## config.mk

```make
export PLATFORM = sky130hd
export DESIGN_NAME = accelerometer_spi_responder
export DESIGN_NICKNAME = d
export VERILOG_FILES = /design/src/rtl/accelerometer_spi_responder.sv
export SDC_FILE = /design/constraint.sdc
export NUM_CORES = 1
export LEC_CHECK = 0
export CORE_ASPECT_RATIO = 0.5
export CORE_UTILIZATION = 57
export DETAILED_ROUTE_END_ITERATION = 7
export PLACE_DENSITY_LB_ADDON = 0.15
export SLEW_MARGIN = 15
export SYNTH_ARGS = -nofsm -noshare
export SYNTH_HDL_FRONTEND = slang
export SYNTH_SLANG_ARGS = --single-unit
```

## constraint.sdc

```tcl
create_clock -name clk -period 10.3 [get_ports clk]
set_clock_uncertainty 0.15 [all_clocks]
set_input_delay 2.06 -clock clk [delete_from_list [all_inputs] [get_ports clk]]
set_output_delay 2.06 -clock clk [all_outputs]
set_load 0.01 [all_outputs]
```

## src/rtl/accelerometer_spi_responder.sv

```systemverilog
// -----------------------------------------------------------------------------
// accelerometer_spi_responder
//   SPI slave stand-in for the ADXL362 accelerometer on the Nexys 4 DDR board.
//   Decodes READ (0x0B) and WRITE (0x0A) commands. It serves a small register
//   map and returns Y/Z samples that are snapshotted on CS fall, so a burst
//   always sees one coherent pair. Every SPI input is oversampled by clk, so
//   clk must run at least 8x SCLK.
//
// Parameters
//   SYNC_STAGES  synchronizer depth for SCLK/CS/MOSI (>= 2)
//   DEVID        value returned at address 0x00
//   PARTID       value returned at address 0x02
//
// Ports
//   clk        in   system clock
//   reset      in   asynchronous, active-high reset
//   SCLK       in   SPI clock (mode 0 timing)
//   CS         in   chip select, active low
//   MOSI       in   master-to-slave data, MSB first
//   MISO       out  slave-to-master data, MSB first
//   y_sample   in   live Y axis value (two's complement)
//   z_sample   in   live Z axis value (two's complement)
//   wr_strobe  out  one-clk pulse per completed write data byte
//   wr_addr    out  register address of that write
//   wr_data    out  byte written
//   cmd_error  out  one-clk pulse on an unknown command byte
//   xfer_done  out  one-clk pulse on CS rise after >= 1 complete data byte
// -----------------------------------------------------------------------------
module accelerometer_spi_responder #(
  parameter int         SYNC_STAGES = 2,
  parameter logic [7:0] DEVID       = 8'hAD,
  parameter logic [7:0] PARTID      = 8'hF2
) (
  input  logic               clk,
  input  logic               reset,
  input  logic               SCLK,
  input  logic               CS,
  input  logic               MOSI,
  output logic               MISO,
  input  logic signed [15:0] y_sample,
  input  logic signed [15:0] z_sample,
  output logic               wr_strobe,
  output logic [5:0]         wr_addr,
  output logic [7:0]         wr_data,
  output logic               cmd_error,
  output logic               xfer_done
);

  typedef enum logic [2:0] {
    S_IDLE, S_CMD, S_ADDR, S_RD_DATA, S_WR_DATA, S_IGNORE
  } state_t;

  localparam logic [7:0] CMD_READ  = 8'h0B;
  localparam logic [7:0] CMD_WRITE = 8'h0A;

  state_t r_state, w_state_nxt;

  logic [SYNC_STAGES-1:0] r_sclk_sync, r_cs_sync, r_mosi_sync;
  logic                   r_sclk_d, r_cs_d;
  logic                   w_sclk, w_cs, w_mosi;
  logic                   w_sclk_rise, w_sclk_fall, w_cs_fall;

  logic [2:0]  r_bit_cnt;
  logic [2:0]  r_fall_cnt;
  logic [6:0]  r_shift;
  logic        r_is_read;
  logic [5:0]  r_addr;
  logic        r_got_byte;
  logic        r_miso;
  logic [31:0] r_shadow;
  logic [7:0]  r_ram [16];
  logic        r_wr_strobe, r_cmd_error, r_xfer_done;
  logic [5:0]  r_wr_addr;
  logic [7:0]  r_wr_data;

  logic [7:0]  w_byte;
  logic [7:0]  w_rd_byte;
  logic        w_cmd_ok;
  logic        w_start, w_abort, w_shift, w_byte_end;
  logic        w_cmd_bad, w_wr_fire, w_rd_fall, w_rd_byte_end;

  // ---- input synchronizers and edge detect ----
  // CS chain resets low so that a CS already held low when reset releases
  // does not look like a fresh falling edge; only a real high->low starts a
  // transfer.
  always_ff @(posedge clk or posedge reset) begin
    if (reset) begin
      r_sclk_sync <= '0;
      r_cs_sync   <= '0;
      r_mosi_sync <= '0;
      r_sclk_d    <= 1'b0;
      r_cs_d      <= 1'b0;
    end else begin
      r_sclk_sync <= {r_sclk_sync[SYNC_STAGES-2:0], SCLK};
      r_cs_sync   <= {r_cs_sync[SYNC_STAGES-2:0], CS};
      r_mosi_sync <= {r_mosi_sync[SYNC_STAGES-2:0], MOSI};
      r_sclk_d    <= w_sclk;
      r_cs_d      <= w_cs;
    end
  end

  assign w_sclk      = r_sclk_sync[SYNC_STAGES-1];
  assign w_cs        = r_cs_sync[SYNC_STAGES-1];
  assign w_mosi      = r_mosi_sync[SYNC_STAGES-1];
  assign w_sclk_rise = w_sclk & ~r_sclk_d;
  assign w_sclk_fall = ~w_sclk & r_sclk_d;
  assign w_cs_fall   = ~w_cs & r_cs_d;

  assign w_byte   = {r_shift, w_mosi};
  assign w_cmd_ok = (w_byte == CMD_READ) || (w_byte == CMD_WRITE);

  // ---- FSM state register ----
  always_ff @(posedge clk or posedge reset) begin
    if (reset) r_state <= S_IDLE;
    else       r_state <= w_state_nxt;
  end

  // ---- FSM next-state logic ----
  always_comb begin
    w_state_nxt = r_state;
    if (w_abort) begin
      w_state_nxt = S_IDLE;
    end else begin
      case (r_state)
        S_IDLE:  if (w_start) w_state_nxt = S_CMD;
        S_CMD:   if (w_byte_end) w_state_nxt = w_cmd_ok ? S_ADDR : S_IGNORE;
        S_ADDR:  if (w_byte_end) w_state_nxt = r_is_read ? S_RD_DATA : S_WR_DATA;
        default: w_state_nxt = r_state;
      endcase
    end
  end

  // ---- FSM output decode (datapath strobes) ----
  // Rising edges only count in the shifting states, so a falling SCLK before
  // the first rise of a transfer has no effect anywhere.
  always_comb begin
    w_start       = (r_state == S_IDLE) && w_cs_fall;
    w_abort       = (r_state != S_IDLE) && w_cs;
    w_shift       = 1'b0;
    case (r_state)
      S_CMD, S_ADDR, S_RD_DATA, S_WR_DATA: w_shift = w_sclk_rise && !w_cs;
      default:                             w_shift = 1'b0;
    endcase
    w_byte_end    = w_shift && (r_bit_cnt == 3'd7);
    w_cmd_bad     = (r_state == S_CMD) && w_byte_end && !w_cmd_ok;
    w_wr_fire     = (r_state == S_WR_DATA) && w_byte_end;
    w_rd_byte_end = (r_state == S_RD_DATA) && w_byte_end;
    w_rd_fall     = (r_state == S_RD_DATA) && w_sclk_fall && !w_cs;
  end

  // ---- register map read mux ----
  always_comb begin
    w_rd_byte = 8'h00;
    case (r_addr)
      6'h00:   w_rd_byte = DEVID;
      6'h01:   w_rd_byte = 8'h1D;
      6'h02:   w_rd_byte = PARTID;
      6'h10:   w_rd_byte = r_shadow[7:0];
      6'h11:   w_rd_byte = r_shadow[15:8];
      6'h12:   w_rd_byte = r_shadow[23:16];
      6'h13:   w_rd_byte = r_shadow[31:24];
      default: if (r_addr[5:4] == 2'b10) w_rd_byte = r_ram[r_addr[3:0]];
    endcase
  end

  // ---- data-only registers: shift register and sample shadow ----
  always_ff @(posedge clk) begin
    if (w_shift) r_shift  <= w_byte[6:0];
    if (w_start) r_shadow <= {z_sample, y_sample};
  end

  // ---- control, address, MISO and output pulses ----
  always_ff @(posedge clk or posedge reset) begin
    if (reset) begin
      r_bit_cnt   <= '0;
      r_fall_cnt  <= '0;
      r_is_read   <= 1'b0;
      r_addr      <= '0;
      r_got_byte  <= 1'b0;
      r_miso      <= 1'b0;
      r_wr_strobe <= 1'b0;
      r_wr_addr   <= '0;
      r_wr_data   <= '0;
      r_cmd_error <= 1'b0;
      r_xfer_done <= 1'b0;
      for (int i = 0; i < 16; i++) r_ram[i] <= 8'h00;
    end else begin
      r_wr_strobe <= 1'b0;
      r_cmd_error <= 1'b0;
      r_xfer_done <= 1'b0;

      if (w_start) begin
        r_bit_cnt  <= '0;
        r_fall_cnt <= '0;
        r_got_byte <= 1'b0;
      end

      if (w_shift) r_bit_cnt <= r_bit_cnt + 3'd1;

      if ((r_state == S_CMD) && w_byte_end) r_is_read <= (w_byte == CMD_READ);
      if ((r_state == S_ADDR) && w_byte_end) r_addr <= w_byte[5:0];
      if (w_cmd_bad) r_cmd_error <= 1'b1;

      if (w_wr_fire) begin
        r_wr_strobe <= 1'b1;
        r_wr_addr   <= r_addr;
        r_wr_data   <= w_byte;
        if (r_addr[5:4] == 2'b10) r_ram[r_addr[3:0]] <= w_byte;
        r_addr      <= r_addr + 6'd1;
        r_got_byte  <= 1'b1;
      end

      if (w_rd_byte_end) r_got_byte <= 1'b1;

      // Eight falls present bits 7..0; the eighth also advances the address so
      // the ninth fall starts the next byte without a gap.
      if (w_rd_fall) begin
        r_miso     <= w_rd_byte[3'd7 - r_fall_cnt];
        r_fall_cnt <= r_fall_cnt + 3'd1;
        if (r_fall_cnt == 3'd7) r_addr <= r_addr + 6'd1;
      end

      if (w_abort) begin
        r_miso      <= 1'b0;
        r_xfer_done <= r_got_byte;
        r_got_byte  <= 1'b0;
      end
    end
  end

  assign MISO      = r_miso;
  assign wr_strobe = r_wr_strobe;
  assign wr_addr   = r_wr_addr;
  assign wr_data   = r_wr_data;
  assign cmd_error = r_cmd_error;
  assign xfer_done = r_xfer_done;

endmodule
```

==> impl_results.md, run 1 <==
- Initial antenna violation count: 0
- Internal power: 1.29 mW
- Setup Buffers After CTS: 0
- Initial DRC Count: between 400 and 500
- Placer congestion estimate: 0.871
- Post-synth EDFFs: 39
- Crit path DAT: 4.12 ns
- P per Cell Area: approximately 160 mW/mm^2
- Total GRT Usage: 25.3%
- Final worst-path cycle share: 36.8%
- Syn_area_per_cell: 14.0 um^2
- Sequential area share after synthesis: 57.3%
- Die Y: slightly above 90 um
- Worst vdd ir: 100 uV
- Synth area leaders: dfrtp_1 (45%), mux2_2 (14%), edfxtp_1 (12%), mux4_1 (4.4%), mux4_2 (3.1%)
- Fillers: approximately 1100
- Slew headroom: 36.8%
- Post-synth top area share: 45.0%
- Grt ovf: 0
- Crit Path Max Fanout: 97
- P&R area growth vs syn: 12.9%
- Async set or reset register ratio after synthesis: approximately 81%
- Endpoints failing hold: 0
- I/O Pins: 55
- Root buffer cell: clkbuf_16
- Final core utilization: roughly two thirds
- H-tree Lvls: 1
- Clock Path Buffers: 3
- CP Launch Type: primary input
- Total wire length: 20700 um
- Min Hold Slack: 0.211 ns
- Skew-Pair Late Insertion Delay: between 0.4 and 0.5 ns
- Cts bufs inserted: 19
- Total die area: approximately 0.017 mm^2
- First-pass GRT wire length: approximately 33000 um
- Cell Rows: 32
- # setup viols final: 0
- Max Cap Violations: 0
- Switching Fraction: ~22%
- Max frequency: around 260 MHz
- Diode count: 0
- Hold Path Depth: 0
- Count of different cell masters after synthesis: 63
- CORE AREA: 0.0159 mm^2
- Syn_nets: 725
- Post-synth top area cell: dfrtp_1
- TNS Setup: 0 ns
- Final nets: 758
- Portion of total power attributed to combinational logic: under 10%
- Routed length per instance: 21.8 um
- Register area: 0.00545 mm^2
- P_leak: between 4 and 5 nW
- DP HPWL: roughly 13000 um
- Worst-path clk slew: roughly 0.06 ns
- Residual DRC: 0
- Critical setup path kind: in2async
- Die W: around 180 um
- Top_reg_cell synth: dfrtp_1
- Critical Path Sink Type: asynchronous set/reset pin
- Post-Syn Area: about 0.0095 mm^2
- Clock sinks: 210
- Vias: 5792
- Outcome: completed
- RSZ-0062 raised after global routing: no
- Starting Density: 60.0%
- DR vias/cell: 6.12
- Post-Synthesis Cells: 680
- Count of hold-fix buffers inserted at cts: 0
- Final Max Slew Viols: 0
- Worst Tran Pin Value: between 0.9 and 1 ns
- Clock power frac: 40.8%
- Vias in the first global route: 5815
- Routed Antenna Nets: 0
- Layout cells sized above 1: approximately a quarter
- Multi-input logic area: approximately 0.0038 mm^2
- Sw Pwr: approximately 370 uW
- Buffers on Ports: 54
- Post-cts resize count: 0
- Flops & latches, synth: 210
- Yosys Warn Count: 0
- Critical path required time: 10.63 ns
- Pre-Repair DR Iteration Count: 5
- Hold crit path type: reg2reg
- R2R depth: 9
- Min cycle time layout: 3.79 ns
- CTS tree: done
- Largest net degree at the start of global routing: roughly 100
- Flop pwr share: 54.2%
cells in the final DEF, fill, tap and decap left out, types with 4 or more instances in the layout:
cell,instances
nand3_1,14
and3_1,5
edfxtp_1,39
mux2_2,115
buf_4,5
inv_1,7
clkinv_2,4
clkbuf_16,19
nand3b_1,4
nand2_1,56
nor3_1,7
a22o_1,4
a21oi_1,18
a22oi_1,11
dfrtp_1,171
mux4_2,13
mux2_1,19
nor2b_1,4
nand4_1,4
clkbuf_1,4
mux4_1,16
clkdlybuf4s50_1,54
mux2i_1,11
a31oi_1,5
o21ai_0,12
ha_1,8
nand2_2,17
nor2_1,17
o22ai_1,4
through the flow:
step | cells | area (um^2) | worst slack, ns | power (mW)
finish | 946 | 10700 | 6.51 | 1.67
global route | 946 | 10700 | 6.18 | 1.73
CTS | 946 | 10700 | 6.42 | 1.68
detailed placement | 913 | 10100 | 5.91 | 1.00
global placement | 913 | 10100 | 5.95 | 1.00
floorplan | 680 | 9510 | 3.46 | 0.969
per-layer routing:
metal | track usage (%) | part of all wire (%)
met4 | 4.89 | 1.6
met5 | 0 | 0
met1 | 37.7 | 47
met2 | 38.3 | 45
met3 | 5.80 | 7.2
power by group through the flow:
stage	combinational [mW]	sequential, mW	clock [mW]
after floorplan	0.0710	0.898	0
after global placement	0.0809	0.920	0
after detailed placement	0.0832	0.921	0
after CTS	0.0833	0.905	0.696
after global routing	0.0930	0.908	0.727
final	0.0819	0.905	0.681
cell usage after synthesis (12+ instances only):
library cell	count
mux4_2	13
buf_2	15
nor2_1	17
mux2_2	115
edfxtp_1	39
nand2_1	56
o21ai_0	12
nand3_1	14
mux2_1	19
mux4_1	16
clkbuf_1	23
a21oi_1	18
dfrtp_1	171
nand2_2	17
sequential cells by signal, indices dropped and copies added, names as in the netlist, 2 cells and up:
signal / flops
r_addr: 6
r_bit_cnt: 3
r_cs_sync: 2
r_fall_cnt: 3
r_mosi_sync: 2
r_ram: 128
r_sclk_sync: 2
r_shadow: 32
r_shift: 7
r_state: 3
wr_addr: 6
wr_data: 8
cells by family after synthesis:
group	synth area share, %
mux	24.5
compound gates	6.00
simple gates	8.32
flops	57.3
fa+ha+maj	1.05
buf+inv	2.76
area by class of cell:
type / instances / area share, %
clock buffer: 26 / 4.95
clock inverter: 7 / 0.536
inverter: 11 / 0.431
multi-input combinational: 412 / 35.3
sequential: 210 / 50.8
tap: 221 / 2.58
timing repair buffer: 59 / 5.39
worst max-delay path: stages:
cell	delay, ns
clkdlybuf4s50_1	0.47
inv_6	0.61
buf_4	0.86
final timing paths:
| path | startpoint | to | slack [ns] |
|---|---|---|---|
| worst min register to register | r_cs_sync[0] | r_cs_sync[1] | 0.21 |
| min in group asynchronous | reset | r_ram[120] | 1.97 |
| worst min-delay path | r_cs_sync[0] | r_cs_sync[1] | 0.21 |
| worst max register to register | r_addr[1] | MISO | 7.09 |
| max in group clk | wr_data[0] | wr_data[0] | 6.70 |
| worst max-delay path | reset | r_sclk_sync[0] | 6.51 |
(Power assumes the default switching activity.)
==> run 2, diff against run 1 <==
- CORE_UTILIZATION: 57 -> 54
- clock period: 10.3 -> 3.28 ns (I/O delays scaled with it)
==> run 2 against run 1 <==
Net effect: combinational power grew to 3.3 times the previous value; clock power grew to 3.3 times the previous value; sequential cell count is the same; critical path depth grew 5; final cell count grew 2.0%; non-clock buffer count grew 10; die area grew 5.5%; sequential power grew to 3.1 times the previous value; global-route usage shrank 0.89 points; worst hold slack lost 0.013 ns; routed wire length grew 1.4%; design area grew 2.0%; critical endpoint is now MISO.
==> impl_results.md, run 2 (synthesis results as in run 1) <==
- Hold Path Depth: 0
- Cell Rows: 33
- Vias: 5867
- Die Y: 95.8 um
- Buffers on Ports: 54
- Crit path DAT: 2.88 ns
- Total die area: 0.0182 mm^2
- Total GRT Usage: 24.4%
- Diode count: 0
- Die W: around 190 um
- P per Cell Area: 488 mW/mm^2
- DP Area: 0.0103 mm^2
- DR vias/cell: between 6 and 7
- Critical setup path kind: reg2reg
- Hold crit path type: reg2reg
- Reg2reg start: r_addr[1]
- Crit Path Max Fanout: 12
- Portion of total power attributed to combinational logic: 5.1%
- Outcome: completed
- Reg with most FFs: r_ram
- Flop pwr share: between 50% and 60%
- Post-cts resize count: 0
- Most frequent cells in the layout: dfrtp_1 (171), mux2_2 (115), nand2_1 (56), clkdlybuf4s50_1 (54), edfxtp_1 (39)
- Final worst-path cycle share: around four fifths
- Max Cap Violations: 0
- Worst setup startpoint: r_addr[1]
- RSZ-0062 raised after global routing: no
- P_leak: 5.05 nW
- Fillers: between 1000 and 1500
- Placer congestion estimate: 0.930
- Critical Path Sink Type: flip-flop
- Max reg flops: 128
- Largest net degree at the start of global routing: 37
- Final cell count without fillers: a little under 1000
- P&R area growth vs syn: 15.2%
- Routed length per instance: between 20 and 25 um
- Sw Pwr: 1.23 mW
- Critical path's slowest cell: a2111oi_0
- Setup slack at placement: 0.680 ns
- Initial antenna violation count: 0
- Clock power frac: 41.7%
- CP delay by family, top: compound AO/OA/AOI/OAI gates
- Most frequent CP cell: a211oi_2
- Final instance area: around 0.011 mm^2
- Pre-Repair DR Iteration Count: 5
- TNS Setup: 0 ns
- Largest stage delay on the critical path: 0.53 ns
- Dpl cells: 929
- Worst vdd ir: 397 uV
- Final nets: 769
- Final core utilization: 65.2%
- Worst-path clk slew: 0.07 ns
- First-pass GRT wire length: 33400 um
- Setup Buffers After CTS: 0
- Final Max Slew Viols: 0
- Total wire length: 21000 um
- Min cycle time layout: 2.66 ns
- Switching Fraction: 23.1%
- Min Hold Slack: 0.197 ns
- Final Power: 5.35 mW
- CP Launch Type: flip-flop
- Root buffer cell: clkbuf_16
- Worst setup margin: 0.622 ns
- Critical path required time: between 3 and 4 ns
- Cell Chain, Critical Path: inv_1, ha_1, a2111oi_0, nor2_1, a211oi_2, nand3_1, a211oi_2, o31ai_1
- Endpoints failing hold: 0
- Worst Tran Pin Value: around 0.85 ns
- CORE AREA: around 0.017 mm^2
- Worst path buffer plus inverter count: 1
- Slew headroom: a little over two fifths
- Residual DRC: 0
- Hold Startpoint: r_mosi_sync[0]
- Initial DRC Count: 413
- CTS tree: done
- Clock Path Buffers: 3
- I/O Pins: 55
- Cts bufs inserted: 20
- Max frequency: 376 MHz
- H-tree Lvls: 1
- # setup viols final: 0
- Starting Density: 56.6%
- DP HPWL: between 10000 and 15000 um
- WP depth: 8
- Internal power: a little over 4 mW
- Clock sinks: 210
- Skew-Pair Late Insertion Delay: 0.51 ns
- Count of hold-fix buffers inserted at cts: 0
- Commonest non-fill, non-tap cell in the layout: dfrtp_1
- R2R depth: 8
- Grt ovf: 0
- Vias in the first global route: 5837
- Routed Antenna Nets: 0
- Layout cells sized above 1: 27.9%
[run 2: cell types whose count changed in the layout (fill, tap and decap cells not counted), sizes merged]
cell      previous run  this run
bufinv               1         0
clkinvlp             0         1
clkbuf              26        29
buf                  5        15
[run 2: final cells by class]
type	count	area [um^2]	area share, %
repair buffers	69	741	6.76
well taps	227	284	2.59
clock buffers	29	584	5.34
inverters	11	45.0	0.411
flip-flops and latches	210	5450	49.8
clock inverters	7	52.6	0.480
multi-input cells	412	3790	34.6
[run 2: routing by layer]
layer / vias to the layer above / part of all wire [%] / global-route usage, %
li1: 2614 / - / -
met1: 3052 / 48 / 36.4
met2: 172 / 44 / 38.3
met3: 29 / 6.2 / 4.08
met4: 0 / 1.4 / 4.50
met5: - / 0 / 0
[run 2: worst paths after layout]
path / endpoint / slack (ns)
max: MISO / 0.62
min: r_mosi_sync[1] / 0.20
max reg2reg: MISO / 0.62
min reg2reg: r_mosi_sync[1] / 0.20
max in group asynchronous: r_bit_cnt[0] / 1.81
min in group asynchronous: r_ram[40] / 0.50
[run 2: power by group through the flow]
stage	logic, mW	registers (mW)	clock network, mW
4_1_cts	0.277	2.85	2.27
5_1_grt	0.305	2.86	2.38
3_5_place_dp	0.278	2.89	0
2_1_floorplan	0.223	2.82	0
3_3_place_gp	0.268	2.90	0
6_report	0.272	2.85	2.23
[run 2: worst register-to-register path, stage by stage (launching register included)]
cell and delay, ns:
dfrtp_1 0.49, inv_1 0.16, ha_1 0.37, a2111oi_0 0.53, nor2_1 0.19, a211oi_2 0.23
nand3_1 0.13, a211oi_2 0.19, o31ai_1 0.08
